`src/rtl/shift_unit_seq.sv`:
```
// Multi-cycle barrel shifter for the ALU shift path: one log2 stage per clock, highest stage first.
// Optional build macro SHIFT_FAST_ZERO_EN: amount==0 bypasses the stage sequence.
module shift_unit_seq #(
    parameter int WIDTH = 16,
    parameter int AMT_W = 4
) (
    input  logic             clk,
    input  logic             rst,
    input  logic             start,
    input  logic             dir,
    input  logic             arith,
    input  logic             rotate,
    input  logic [AMT_W-1:0] amount,
    input  logic [WIDTH-1:0] in_data,
    output logic             busy,
    output logic             done,
    output logic [WIDTH-1:0] out_data,
    output logic             carry_out,
    output logic             zero,
    output logic             negative
);

    typedef enum logic [1:0] {IDLE, STAGE, ZERO, DONE} state_t;

    state_t           r_state;
    logic [AMT_W-1:0] r_idx;
    logic [WIDTH-1:0] r_val;
    logic [AMT_W-1:0] r_amt;
    logic             r_dir;
    logic             r_arith;
    logic             r_rot;
    logic             r_sign;
    logic             r_cy;
    logic             r_busy;
    logic             r_done;
    logic [WIDTH-1:0] r_out;
    logic             r_cy_out;
    logic             r_zero;
    logic             r_neg;

    int               w_s;
    logic             w_active;
    logic [WIDTH-1:0] w_val_nxt;
    logic             w_cy_nxt;

    function automatic logic [WIDTH-1:0] shift_stage(input logic [WIDTH-1:0] v, input int s,
                                                     input logic d, input logic ar,
                                                     input logic ro, input logic sg);
        logic [WIDTH-1:0] ones;
        logic [WIDTH-1:0] res;
        ones = '1;
        if (!d)
            res = ro ? ((v << s) | (v >> (WIDTH - s))) : (v << s);
        else if (ro)
            res = (v >> s) | (v << (WIDTH - s));
        else if (ar && sg)
            res = (v >> s) | ~(ones >> s);
        else
            res = v >> s;
        return res;
    endfunction

    // Bit that crosses the word boundary in this stage: the one at the far edge of the moved group.
    function automatic logic stage_carry(input logic [WIDTH-1:0] v, input int s, input logic d);
        logic [WIDTH-1:0] t;
        t = d ? (v >> (s - 1)) : (v >> (WIDTH - s));
        return t[0];
    endfunction

    assign w_s       = 1 << r_idx;
    assign w_active  = |(r_amt & (AMT_W'(1) << r_idx));
    assign w_val_nxt = w_active ? shift_stage(r_val, w_s, r_dir, r_arith, r_rot, r_sign) : r_val;
    assign w_cy_nxt  = w_active ? stage_carry(r_val, w_s, r_dir) : r_cy;

    always_ff @(posedge clk) begin
        if (rst) begin
            r_state  <= IDLE;
            r_busy   <= 1'b0;
            r_done   <= 1'b0;
            r_out    <= '0;
            r_cy_out <= 1'b0;
            r_zero   <= 1'b1;
            r_neg    <= 1'b0;
        end else begin
            case (r_state)
                IDLE, DONE: begin
                    r_done <= 1'b0;
                    if (start) begin
                        r_val   <= in_data;
                        r_amt   <= amount;
                        r_dir   <= dir;
                        r_arith <= arith;
                        r_rot   <= rotate;
                        r_sign  <= in_data[WIDTH-1];
                        r_cy    <= 1'b0;
                        r_idx   <= AMT_W'(AMT_W - 1);
`ifdef SHIFT_FAST_ZERO_EN
                        if (amount == '0) begin
                            r_state <= ZERO;
                        end else begin
                            r_state <= STAGE;
                            r_busy  <= 1'b1;
                        end
`else
                        r_state <= STAGE;
                        r_busy  <= 1'b1;
`endif
                    end else begin
                        r_state <= IDLE;
                    end
                end
                STAGE: begin
                    r_val <= w_val_nxt;
                    r_cy  <= w_cy_nxt;
                    if (r_idx == '0) begin
                        r_state  <= DONE;
                        r_busy   <= 1'b0;
                        r_done   <= 1'b1;
                        r_out    <= w_val_nxt;
                        r_cy_out <= w_cy_nxt;
                        r_zero   <= (w_val_nxt == '0);
                        r_neg    <= w_val_nxt[WIDTH-1];
                    end else begin
                        r_idx <= r_idx - 1'b1;
                    end
                end
                ZERO: begin
                    r_state  <= DONE;
                    r_done   <= 1'b1;
                    r_out    <= r_val;
                    r_cy_out <= 1'b0;
                    r_zero   <= (r_val == '0);
                    r_neg    <= r_val[WIDTH-1];
                end
                default: r_state <= IDLE;
            endcase
        end
    end

    assign busy      = r_busy;
    assign done      = r_done;
    assign out_data  = r_out;
    assign carry_out = r_cy_out;
    assign zero      = r_zero;
    assign negative  = r_neg;

endmodule

```
`config.mk`:
```
export PLATFORM = sky130hd
export DESIGN_NAME = shift_unit_seq
export DESIGN_NICKNAME = d
export VERILOG_FILES = /design/src/rtl/shift_unit_seq.sv
export SDC_FILE = /design/constraint.sdc
export NUM_CORES = 1
export LEC_CHECK = 0
export ABC_AREA = 1
export CORE_UTILIZATION = 35
export DETAILED_ROUTE_END_ITERATION = 8
export PLACE_DENSITY = 0.51
export SETUP_SLACK_MARGIN = 0.5
export SYNTH_ARGS = -nofsm -noshare
export SYNTH_HDL_FRONTEND = slang
export SYNTH_SLANG_ARGS = --single-unit
```
`constraint.sdc`:
```
create_clock -name clk -period 7.65 [get_ports clk]
set_input_delay 2.295 -clock clk [delete_from_list [all_inputs] [get_ports clk]]
set_output_delay 2.295 -clock clk [all_outputs]
set_load 0.03 [all_outputs]
```
## After elaboration in Yosys (flattened, before gate mapping)

Index checks and enable logic that the tools add are counted.

| cells by class | value |
|---|---|
| reduce and logical (&&, ||, !) cells | 14 |
| shift operators | 8 |
| add/subtract/negate cells | 3 |
| equal/unequal tests | 6 |
| bitwise logic cells | 6 |
| mux-type cells | 30 |

Operators by type and width:

| kind | count |
|---|---|
| $mux 16 | 7 |
| $pmux 16 s2 | 2 |
| $shl 16x32->16 | 2 |
| $shr 16x32->16 | 2 |
| $or 16x16->16 | 3 |
| $logic_not 16->1 | 2 |
| $shl 1x4->32 const A | 1 |
| $shr 16x32->1 | 1 |
| $shr 16x32->16 const A | 1 |
| $sub 32x2->32 const B | 1 |
| $sub 6x32->32 const A | 1 |
| $not 16->16 | 1 |
| $mux 1 | 10 |
| $pmux 1 s2 | 5 |
| $reduce_and 3->1 | 3 |
| $mux 4 | 2 |
| $pmux 4 s2 | 1 |
| $ne 2x2->1 const B | 3 |
| $pmux 2 s3 | 1 |
| $and 4x4->4 | 1 |
| $eq 2x2->1 const B | 2 |
| $logic_not 4->1 | 1 |
| $reduce_and 4->1 | 1 |
| $reduce_bool 2->1 | 2 |
| other kinds (11) | 11 |

| storage, ports and cells | value |
|---|---|
| word-level logic and storage cells | 82 |
| bits in registers | 52 |
| input bits | 26 |

## Longest topological paths before layout

Gate-level depths: netlist (run 1).

| logic depth | value |
|---|---|
| word-level depth | 11 |
| mapped depth | 31 |
| depth with buffers taken out | 30 |

## Worst setup path after synthesis (run 1)

Ideal clock, no wire load.

| path | value |
|---|---|
| kind | input -> register |
| start | input port start |
| end | register r_idx[0], enable pin |
| cell stages on the path | 4 |
| data required time | 7343 ps |
| slack | 3486 ps |
| arrival | 3856 ps |
| cells stage by stage | nor2_1 -> nor3_1 -> nand2_1 -> inv_1 |

| on the way | value |
|---|---|
| longest elaborated chain between the ends | 2 |

Ends and longest elaborated chain:

| item | line | RTL |
|---|---|---|
| start: declaration | 9 | `input logic start,` |
| $ne 2x2->1 (no source line) | - |  |
| $reduce_and 4->1 (no source line) | - |  |
| end signal: assignment | 96 | `r_idx <= AMT_W'(AMT_W - 1);` |
| end signal: assignment | 124 | `r_idx <= r_idx - 1'b1;` |
| end: declaration | 26 | `logic [AMT_W-1:0] r_idx;` |

Every way passes these cells.
A chain may end at the register's enable or synchronous reset.

## Final worst setup path (run 1)

| path | value |
|---|---|
| start | register r_idx[0] |
| end | register r_zero (netlist: zero) |

| on the way | value |
|---|---|
| longest elaborated chain between the ends | 11 |
| elaborated cells on any way between the ends | 25 |
| those cells by class | add/sub: 1; eq/ne: 1; shift: 7; mux: 7; bitwise: 5; reduce/logical: 4 |

Ends and longest elaborated chain:

| item | line | RTL |
|---|---|---|
| branches (longest 11 deep; another with $sub 6x32->32) | - |  |
| end signal: assignment | 121 | `r_zero <= (w_val_nxt == '0);` |
| end signal: assignment | 132 | `r_zero <= (r_val == '0);` |
| end: declaration | 38 | `logic r_zero;` |

Parallel ways; which one is timed is not known. The select of a mux whose other input is x is not followed.

==> results.md, run 1 <==
* DIE WIDTH at 134 um
* Max_slew headroom at 0.251
* P&R area growth vs syn at 9.66%
* Clock power frac at 0.101
* Io pins at between 40 and 50
* Initial antenna violation count at 0
* Sequential-to-total area share from yosys stat at 0.212
* Seq cells post-synth at 50
* MaxCap Viol Count at 0
* Crit-path cells: inv_1, ha_1, nand2_2, inv_1, nand2_1, nand2_1, o21ai_0, nand3_1, nand2_1, nand3_1, nand4_1, nand3_1, nand2_1, inv_2, nand3_1, nor2_1, nand2_1, nor2_1, nand2_1, nand2_1, nand2_1, nand2_1
* Critical Path Fanout Max at between 40 and 50
* Dpl cells at 1254
* Total track usage at 0.290
* Critical path arrival at 5.46 ns
* Int Pwr at between 0.9 and 1 mW
* Cells on Worst Hold Path at 2
* Vias at 7536
* Post-synth EDFFs at 29
* Fraction of synthesized area in multiplexers at 0
* First-pass GRT wire length at 40.0 mm
* Cell count after synthesis at 1043
* Crit start category: register
* Die area at about 18000 um^2
* Switching pwr at 1.42 mW
* CTS H-tree depth at 2
* Worst-case clock buffer depth at 2
* Worst hold path class: register to register
* Hold_sp: out_data[6]$_SDFFE_PP0P_
* Adder-Cell Fraction of Synth Area at 0.0205
* Period minus WS final at approximately 5.2 ns
* Met3 routed WL at 1.99 mm
* Clk_lat worst skew at 0.30 ns
* Clk_skew at 0.0144 ns
* Lkg Pwr at 3.00 nW
* Combinational power share at 0.699
* Finished Cell Area at between 6000 and 7000 um^2
* Post-synthesis compound-gate area fraction at 0.146
* HPWL after DPL at 19.3 mm
* Yosys top cell area share at 0.190
* Status: completed
* Uppermost layer routed: met4
* Number of gates resized after CTS at 0
* Final ANT Viol Nets at 0
* Setup TNS at 0 ns
* Final count of hold timing violations at 0
* # DRC at 0
* Synth cell count leaders: 309 x nand2_1, 202 x nand3_1, 98 x nor2_1
* Synth Flop Type: edfxtp_1
* Syn Nets at 1079
* Number of global-route vias before repair at 6847
* Critical path's slowest cell: inv_1
* WL met2 at 11.4 mm
* Synth top area cells: nand2_1 19%, nand3_1 17%, edfxtp_1 14%
* Final setup fails at 0
* Most common cell in the synthesized netlist: nand2_1
* Root buffer cell: clkbuf_16
* Total Power at 2.42 mW
* Synth Warn # at 0
* Routed length per instance at between 20 and 25 um
* Ys async rst share at 0
* Worst flop-to-flop path endpoint: zero$_SDFFE_PP1P_
* N_diodes at 0
* RSZ-0062 raised after global routing: false
* Fin cells at about 1300
* Largest family of logic cells by synthesized area: simple AND/OR/NAND/NOR gates
* CP endpoint kind: register
* M1 wire length at 11.3 mm
* Post-CTS Setup Inserts at 0
* Peak VDD IR at 175 uV
* Pwr Density at 363 nW/um^2
* CTS clk-pin slew, worst paths at 0.08 ns
* Cts hold-fix bufs at 0
* Clock sinks at 50
* Register-to-register setup slack at 2.44 ns
* Max-slew violation count at 0
* Syn Area/Cell at 5.84 um^2
* R2r startpoint: r_idx[0]$_SDFFCE_PP1P_
* Rows at 47
* Initial Util at 0.363
* GP Congestion at approximately 0.96
* Synth area leader: nand2_1
* Cell with the most instances on the worst path: nand2_1
* Flop pwr share at 0.200
* Core area at 16800 um^2
* Tightest Pin Transition at 1.11 ns
* Largest net degree at the start of global routing at 42
* Xor and xnor area share after synthesis at 0.00144
* Simple-Gate Fraction of Synth Area at 0.510
* Layout cell share with drive strength beyond 1 at 0.0643
* DR pass1 iterations at 8
* Grt total ovfl at 0
* Critical path required time at 7.90 ns
* Iteration-0 DRC Markers at 1021
* Post-Route WL at roughly 26 mm
* Buffers on Ports at 46
* Period utilization at 0.682
* Vias per std cell at 5.97
* Highest clock rate at 192 MHz
* Crit-path max cell delay at 0.87 ns
* Critical path class: register to register
* Hold EP: out_data[6]$_SDFFE_PP0P_
* Switching Share at 0.588
* Count of cell types in the netlist at 44
* Hold slack final at 0.468 ns
* CTS Buf Count at 5
* Final Net Count at 1077
* Dpl cell area at 6510 um^2
* Syn Std Cell Area at 6090 um^2
* Die Span Y at 134 um
* TritonCTS clock tree: built
* Worst-case reg-to-reg path depth at 22
[cell families after synthesis]
logic type               count (synthesis)
flip-flops                              50
buffers and inverters                  143
AO/OA/AOI/OAI                          158
AND/OR/NAND/NOR                        681
adder cells (fa/ha/maj)                 10
XOR/XNOR                                 1
[power groups by stage]
stage / clock (mW) / sequential (mW) / combinational (mW)
finish: 0.245 / 0.485 / 1.69
global route: 0.257 / 0.491 / 1.84
CTS: 0.248 / 0.480 / 1.65
detailed placement: 0 / 0.485 / 1.64
global placement: 0 / 0.486 / 1.67
floorplan: 0 / 0.488 / 1.18
[critical path: cells and delay by family, from the launching register on]
kind | cells | cell delay [ns]
compound gates | 1 | 0.36
fa+ha+maj | 1 | 0.45
buf+inv | 3 | 1.18
flops | 1 | 0.49
simple gates | 17 | 2.65
[state kept, by name, summed over array words and instances (netlist names), 2 cells and up]
signal and count:
out_data 16, r_val 16, r_idx 4, r_state 2
r_amt 4
[per-stage QoR]
step | util | worst slack, ns
6_report | 0.398 | 2.44
5_1_grt | 0.398 | 2.06
4_1_cts | 0.398 | 2.60
3_5_place_dp | 0.389 | 2.59
3_3_place_gp | 0.389 | 2.55
2_1_floorplan | - | 3.49
[metal layers]
metal  global-route usage  vias up
met3               0.0295       91
met5                    0        -
met1                0.394     3487
met2                0.449      459
met4                0.164        0
li1                     -     3499
[worst max path at each step]
stage / slack (ns) / depth (start not counted) / from / to
finish: 2.44 / 22 / r_idx[0]$_SDFFCE_PP1P_ / zero$_SDFFE_PP1P_
global route: 2.06 / 23 / r_idx[0]$_SDFFCE_PP1P_ / zero$_SDFFE_PP1P_
CTS: 2.60 / 22 / r_idx[0]$_SDFFCE_PP1P_ / zero$_SDFFE_PP1P_
detailed placement: 2.59 / 22 / r_idx[0]$_SDFFCE_PP1P_ / zero$_SDFFE_PP1P_
global placement: 2.55 / 19 / r_idx[0]$_SDFFCE_PP1P_ / zero$_SDFFE_PP1P_
floorplan: 3.49 / 4 / start / r_idx[0]$_SDFFCE_PP1P_
[cell type report]
class,count,area (um^2)
well taps,220,275
fillers,1905,10100
repair buffers,51,498
inverters,83,317
multi-input cells,850,4130
clock inverters,2,13.8
clock buffers,6,150
flip-flops and latches,50,1290
[placed cells by master (no fill, tap or decap), drive strengths merged, types with 4 or more instances in the layout]
cell type	Yosys	final
a21oi	57	57
a31oi	12	12
buf	40	5
clkbuf	20	6
clkdlybuf4s50	0	46
dfxtp	21	21
edfxtp	29	29
ha	10	10
inv	81	82
nand2	323	323
nand3	208	208
nand4	20	20
nor2	113	113
nor3	4	4
nor4	5	5
o211ai	18	18
o21ai	62	62
or2	6	6
Note: power is estimated with default switching activity, not from simulation.
==> run 2, diff against run 1 <==
==> constraint.sdc (replaced) <==
create_clock -name clk -period 5.17 [get_ports clk]
set_input_delay 1.551 -clock clk [delete_from_list [all_inputs] [get_ports clk]]
set_output_delay 1.551 -clock clk [all_outputs]
set_load 0.03 [all_outputs]
==> run 2 against run 1 <==
Wire length about the same. Hold slack worse by 0.0014 ns. Final cell count up 1.3%. Sequential power up 48%. Count of clock-buffer cells in the layout down 1. Sequential share of layout area down 0.38 points. Critical path type unchanged.
==> results.md, run 2 (synthesis results as in run 1) <==
* Clock sinks at 50 (unchanged)
* Period utilization at 0.833 (+0.151)
* Final ANT Viol Nets at 0 (unchanged)
* GR Layer Usage met3 at 0.0302 (+0.000756)
* Grt total ovfl at 0 (unchanged)
* CP endpoint kind: register
* HPWL after DPL at 19.6 mm (+1.5%)
* Core area at 16800 um^2 (unchanged)
* Final Net Count at 1093 (+1.5%)
* GP Congestion at 0.993 (+3.1%)
* Fin cells at 1278 (+1.3%)
* P&R area growth vs syn at 11.9%
* Tightest Pin Transition at 0.981 ns (-0.131 ns)
* Max-slew violation count at 0 (unchanged)
* Final count of hold timing violations at 0 (unchanged)
* DR pass1 iterations at 6 (-2)
* TritonCTS clock tree: built
* Critical path class: register to register
* Total track usage at 0.288 (-0.00286)
* Buffers on Ports at 46 (unchanged)
* Vias per std cell at 5.81 (-2.7%)
* Critical path required time at 5.38 ns (-2.52 ns)
* Most frequent cells in the layout: 308 x nand2_1, 201 x nand3_1, 98 x nor2_1, 71 x inv_1, 56 x a21oi_1
* Iteration-0 DRC Markers at 885 (-13%)
* # DRC at 0 (unchanged)
* Root buffer cell: clkbuf_16
* Lkg Pwr at 3.07 nW (+2.3%)
* CP bufs+invs at 2 (-1)
* Initial Util at 0.363 (unchanged)
* Hold slack final at 0.467 ns (-0.00138 ns)
* DIE WIDTH at 134 um (unchanged)
* Rows at 47 (unchanged)
* RSZ-0062 raised after global routing: false
* Dpl cells at 1264 (+0.80%)
* First-pass GRT wire length at 39.6 mm (-1.1%)
* Vias at 7423 (-1.5%)
* Status: completed
* CTS clk-pin slew, worst paths at 0.08 ns (about the same)
* Clk_skew at 0.0142 ns (-0.000185 ns)
* CTS Buf Count at 5 (unchanged)
* Worst-case clock buffer depth at 2 (unchanged)
* Critical Path Fanout Max at 10 (-76%)
* Initial antenna violation count at 0 (unchanged)
* N_diodes at 0 (unchanged)
* Pwr Density at 533 nW/um^2 (+47%)
* Layout cell share with drive strength beyond 1 at 0.0822 (+0.0179)
* Post-Route WL at 26.2 mm (about the same)
* GR Util met1 at 0.390 (-0.00335)
* Die Span Y at 134 um (unchanged)
* MaxCap Viol Count at 0 (unchanged)
* Critical path arrival at 4.51 ns (-0.95 ns)
* Most common cell after layout, fill and taps aside: nand2_1
* Cts hold-fix bufs at 0 (unchanged)
* Setup TNS at 0 ns (unchanged)
* Dpl cell area at 6600 um^2 (+1.3%)
* Peak VDD IR at 320 uV (+83%)
* Io pins at 47 (unchanged)
* Clk_lat worst skew at 0.30 ns (about the same)
* Top delay family on crit path: simple AND/OR/NAND/NOR gates
* Crit-path max cell delay at 0.52 ns (-0.35 ns)
* Max_slew headroom at 0.344 (+0.0935)
* Largest net degree at the start of global routing at 42 (unchanged)
* CTS H-tree depth at 2 (unchanged)
* Dpl ws at 0.776 ns (-1.81 ns)
* Worst hold path class: register to register
* Crit start category: register
* Die area at 17900 um^2 (unchanged)
* Final setup fails at 0 (unchanged)
* Critical path's slowest cell: nor2_2
* Highest clock rate at 232 MHz (+21%)
* Gr busiest metal: met2
* Filler instances at 1926 (+1.1%)
* Number of global-route vias before repair at 6851 (+0.058%)
* Cell with the most instances on the worst path: nand2_1
* Finished Cell Area at 6810 um^2 (+2.0%)
* Met2 usage at 0.450 (+0.000864)
* Final WS setup at 0.864 ns (-1.57 ns)
* Period minus WS final at 4.31 ns (-0.908 ns)
* Routed length per instance at 20.5 um (-1.2%)
[run 2: cell types whose count changed in the layout (fill, tap and decap cells not counted), moves of 2 or more]
cell,previous run,this run
ha_1,10,8
clkinv_4,0,2
ha_2,0,2
buf_4,5,19
[run 2: layout make-up]
cell class                      instances  area, um^2  share of cell area
Clock inverter                          3        28.8             0.00422
Timing Repair Buffer                   66         623              0.0915
Clock buffer                            5         125              0.0184
Sequential cell                        50        1290               0.190
Multi-Input combinational cell        851        4150               0.609
Tap cell                              220         275              0.0404
Inverter                               83         317              0.0465
[run 2: worst register-to-register path, delay by kind of cell, from the launching register on]
family / cells / cell delay (ns)
AND/OR/NAND/NOR: 22 / 2.60
adder cells (fa/ha/maj): 2 / 0.58
flip-flops: 1 / 0.46
AO/OA/AOI/OAI: 2 / 0.30
buffers and inverters: 2 / 0.27
[run 2: power by group]
part           leakage [nW]  switching, mW  internal [mW]
sequential            0.442          0.153          0.563
clock                0.0759          0.163          0.185
combinational          2.55           1.82          0.749
total                  3.07           2.13           1.50
[run 2: stage by stage]
step                      total power, mW  utilization
final                                3.63        0.406
after detailed placement             3.17        0.394
after global routing                 3.88        0.406
after global placement               3.19        0.394
after CTS                            3.52        0.403
after floorplan                      2.46            -
[run 2: what timing repair did]
action	4_1_cts	5_1_grt
setup buffers	0	5
setup endpoints to repair	0	4
gates resized for setup	0	4
[run 2: layer usage]
metal	share of wire	vias up
li1	-	3536
met2	0.44	355
met4	0.048	0
met1	0.44	3466
met5	0	-
met3	0.068	66
[run 2: final timing paths]
check,to,startpoint,slack [ns],cells past startpoint
worst min-delay path,out_data[8]$_SDFFE_PP0P_,out_data[8]$_SDFFE_PP0P_,0.47,2
worst max register to register,zero$_SDFFE_PP1P_,r_idx[0]$_SDFFCE_PP1P_,0.86,28
worst max-delay path,zero$_SDFFE_PP1P_,r_idx[0]$_SDFFCE_PP1P_,0.86,28
worst min register to register,out_data[8]$_SDFFE_PP0P_,out_data[8]$_SDFFE_PP0P_,0.47,2
==> run 3, diff against run 2 <==
==> constraint.sdc (replaced) <==
create_clock -name clk -period 4.2 [get_ports clk]
set_input_delay 1.26 -clock clk [delete_from_list [all_inputs] [get_ports clk]]
set_output_delay 1.26 -clock clk [all_outputs]
set_load 0.03 [all_outputs]
==> run 3 against run 2 <==
Largest power group unchanged. Total power rose by 38%. Fmax rose by 20%. Largest cell class unchanged. Sequential power rose by 20%. Sequential share of layout area fell by 2.2 points. Die area did not move. Hold slack got worse by 0.0022 ns. Critical path depth rose by 2. Core utilization rose by 5.3 points. Setup slack got worse by 0.25 ns. Clock skew fell by 0.0080 ns.
==> results.md, run 3 (synthesis results as in run 1) <==
* Status: completed
* CTS clk-pin slew, worst paths at 0.07 ns (about the same)
* RSZ-0062 raised after global routing: true
* Grt total ovfl at 0 (unchanged)
* Setup TNS at 0 ns (unchanged)
* P&R area growth vs syn at 26.4%
* Tightest Pin Transition at 0.632 ns (-0.349 ns)
* CP endpoint kind: register
* N_diodes at 0 (unchanged)
* Buffers on Ports at 46 (unchanged)
* Dpl ws at 0.316 ns (-0.460 ns)
* Pwr Density at 651 nW/um^2 (+22%)
* Layout cell share with drive strength beyond 1 at 0.197 (+0.114)
* Cell with the most instances on the worst path: nor2_2
* Hold EP: out_data[2]$_SDFFE_PP0P_
* Crit start category: register
* Period minus WS final at 3.58 ns (-0.722 ns)
* Final ANT Viol Nets at 0 (unchanged)
* TritonCTS clock tree: built
* Vias per std cell at 5.74 (-1.2%)
* Period utilization at 0.853 (+0.0204)
* MaxCap Viol Count at 0 (unchanged)
* Switching pwr at 2.80 mW (+31%)
* Highest clock rate at 279 MHz (+20%)
* Total Power at 5.01 mW (+38%)
* Final WS setup at 0.616 ns (-0.248 ns)
* DR pass1 iterations at 5 (-1)
* Largest net degree at the start of global routing at 24 (-43%)
* Die area at 17900 um^2 (unchanged)
* Worst-case reg-to-reg path depth at 30 (+7.1%)
* Peak VDD IR at 397 uV (+24%)
* Initial antenna violation count at 0 (unchanged)
* Worst hold path class: register to register
* Combinational power share at 0.734 (+0.027)
* Total track usage at 0.305 (+0.0170)
* DIE WIDTH at 134 um (unchanged)
* Clock sinks at 50 (unchanged)
* Vias at 7713 (+3.9%)
* Fin util at 0.459 (+0.0530)
* Initial Util at 0.363 (unchanged)
* Critical path's slowest cell: edfxtp_1
* Rows at 47 (unchanged)
* Core area at 16800 um^2 (unchanged)
* R2r startpoint: r_idx[0]$_SDFFCE_PP1P_
* Cells on Worst Hold Path at 2 (unchanged)
* Die Span Y at 134 um (unchanged)
* Switching Share at 0.558 (-0.0295)
* Cts hold-fix bufs at 0 (unchanged)
* Max_slew headroom at 0.577 (+0.233)
* HPWL after DPL at 21.1 mm (+7.4%)
* Final count of hold timing violations at 0 (unchanged)
* CTS Buf Count at 5 (unchanged)
* Worst flop-to-flop path endpoint: zero$_SDFFE_PP1P_
* Final setup fails at 0 (unchanged)
* Int Pwr at 2.22 mW (+48%)
* Worst-case clock buffer depth at 2 (unchanged)
* Hold_sp: out_data[2]$_SDFFE_PP0P_
* Io pins at 47 (unchanged)
* Flop pwr share at 0.171 (-0.026)
* Register-to-register setup slack at 0.62 ns (-0.25 ns)
* Final Net Count at 1159 (+6.0%)
* Critical Path Fanout Max at 5 (-5)
* Crit-path max cell delay at 0.48 ns (-0.04 ns)
* Number of global-route vias before repair at 7287 (+6.4%)
* Max-slew violation count at 0 (unchanged)
* Critical path class: register to register
* Most common cell after layout, fill and taps aside: nand2_1
* Most frequent cells in the layout: 283 x nand2_1, 176 x nand3_1, 87 x nor2_1, 77 x buf_4, 68 x inv_1
* Critical path required time at 4.40 ns (-0.98 ns)
* Clock power frac at 0.095 (about the same)
* Critical path arrival at 3.78 ns (-0.73 ns)
* Iteration-0 DRC Markers at 655 (-26%)
* First-pass GRT wire length at 41.6 mm (+5.1%)
* Post-Route WL at 27.5 mm (+5.1%)
* Routed length per instance at 20.4 um (about the same)
* # DRC at 0 (unchanged)
* Clk_lat worst skew at 0.30 ns (about the same)
* GP Congestion at 0.974 (-1.9%)
* Clk_skew at 0.00622 ns (-0.00801 ns)
* Lkg Pwr at 3.45 nW (+12%)
* CTS H-tree depth at 2 (unchanged)
* Root buffer cell: clkbuf_16
* Hold slack final at 0.465 ns (-0.00224 ns)
-- run 3: area by class of cell --
cell class              count  area [um^2]
repair buffers            133         1180
flip-flops and latches     50         1290
inverters                  83          327
well taps                 220          275
fillers                  1885         9060
multi-input cells         850         4450
clock buffers               7          164
clock inverters             1         8.76
-- run 3: through the flow --
step                      cell area (um^2)  instances
after global placement                6920       1306
final                                 7700       1344
after floorplan                       6090       1043
after CTS                             7180       1320
after detailed placement              6920       1306
after global routing                  7700       1344
-- run 3: timing repair --
action | in CTS | in global routing
buffers inserted | 4 | 24
cloned | 2 | 0
setup endpoints to repair | 10 | 30
gates resized for setup | 13 | 90
pin swaps | 1 | 42
-- run 3: worst max-delay path: cells and delay by family (launching register included) --
family,cells,cell delay (ns)
and+or+nand+nor,23,1.96
buffers and inverters,4,0.49
DFF,1,0.48
adders and majority gates,2,0.40
AOI/OAI and AO/OA,1,0.16
-- run 3: worst max path at each step --
stage | from | end | slack [ns] | depth (start not counted)
final | r_idx[0]$_SDFFCE_PP1P_ | zero$_SDFFE_PP1P_ | 0.62 | 30
after global routing | r_idx[0]$_SDFFCE_PP1P_ | zero$_SDFFE_PP1P_ | 0.37 | 32
after CTS | r_idx[0]$_SDFFCE_PP1P_ | zero$_SDFFE_PP1P_ | 0.50 | 27
after detailed placement | r_idx[0]$_SDFFCE_PP1P_ | zero$_SDFFE_PP1P_ | 0.32 | 31
after global placement | r_idx[0]$_SDFFCE_PP1P_ | zero$_SDFFE_PP1P_ | 0.38 | 31
after floorplan | r_idx[0]$_SDFFCE_PP1P_ | zero$_SDFFE_PP1P_ | 0.94 | 28
-- run 3: power groups by stage --
stage	Combinational (mW)	Sequential, mW	Clock (mW)
2_1_floorplan	2.14	0.889	0
3_3_place_gp	3.28	0.868	0
3_5_place_dp	3.24	0.865	0
4_1_cts	3.33	0.854	0.477
5_1_grt	3.99	0.868	0.499
6_report	3.68	0.857	0.475
-- run 3: layer usage --
layer / wire length (um) / global-route usage / vias to the layer above
met5: 0 / 0 / -
met4: 1480 / 0.170 / 0
met3: 1830 / 0.0333 / 81
met2: 12900 / 0.502 / 377
met1: 11300 / 0.387 / 3599
li1: - / - / 3656
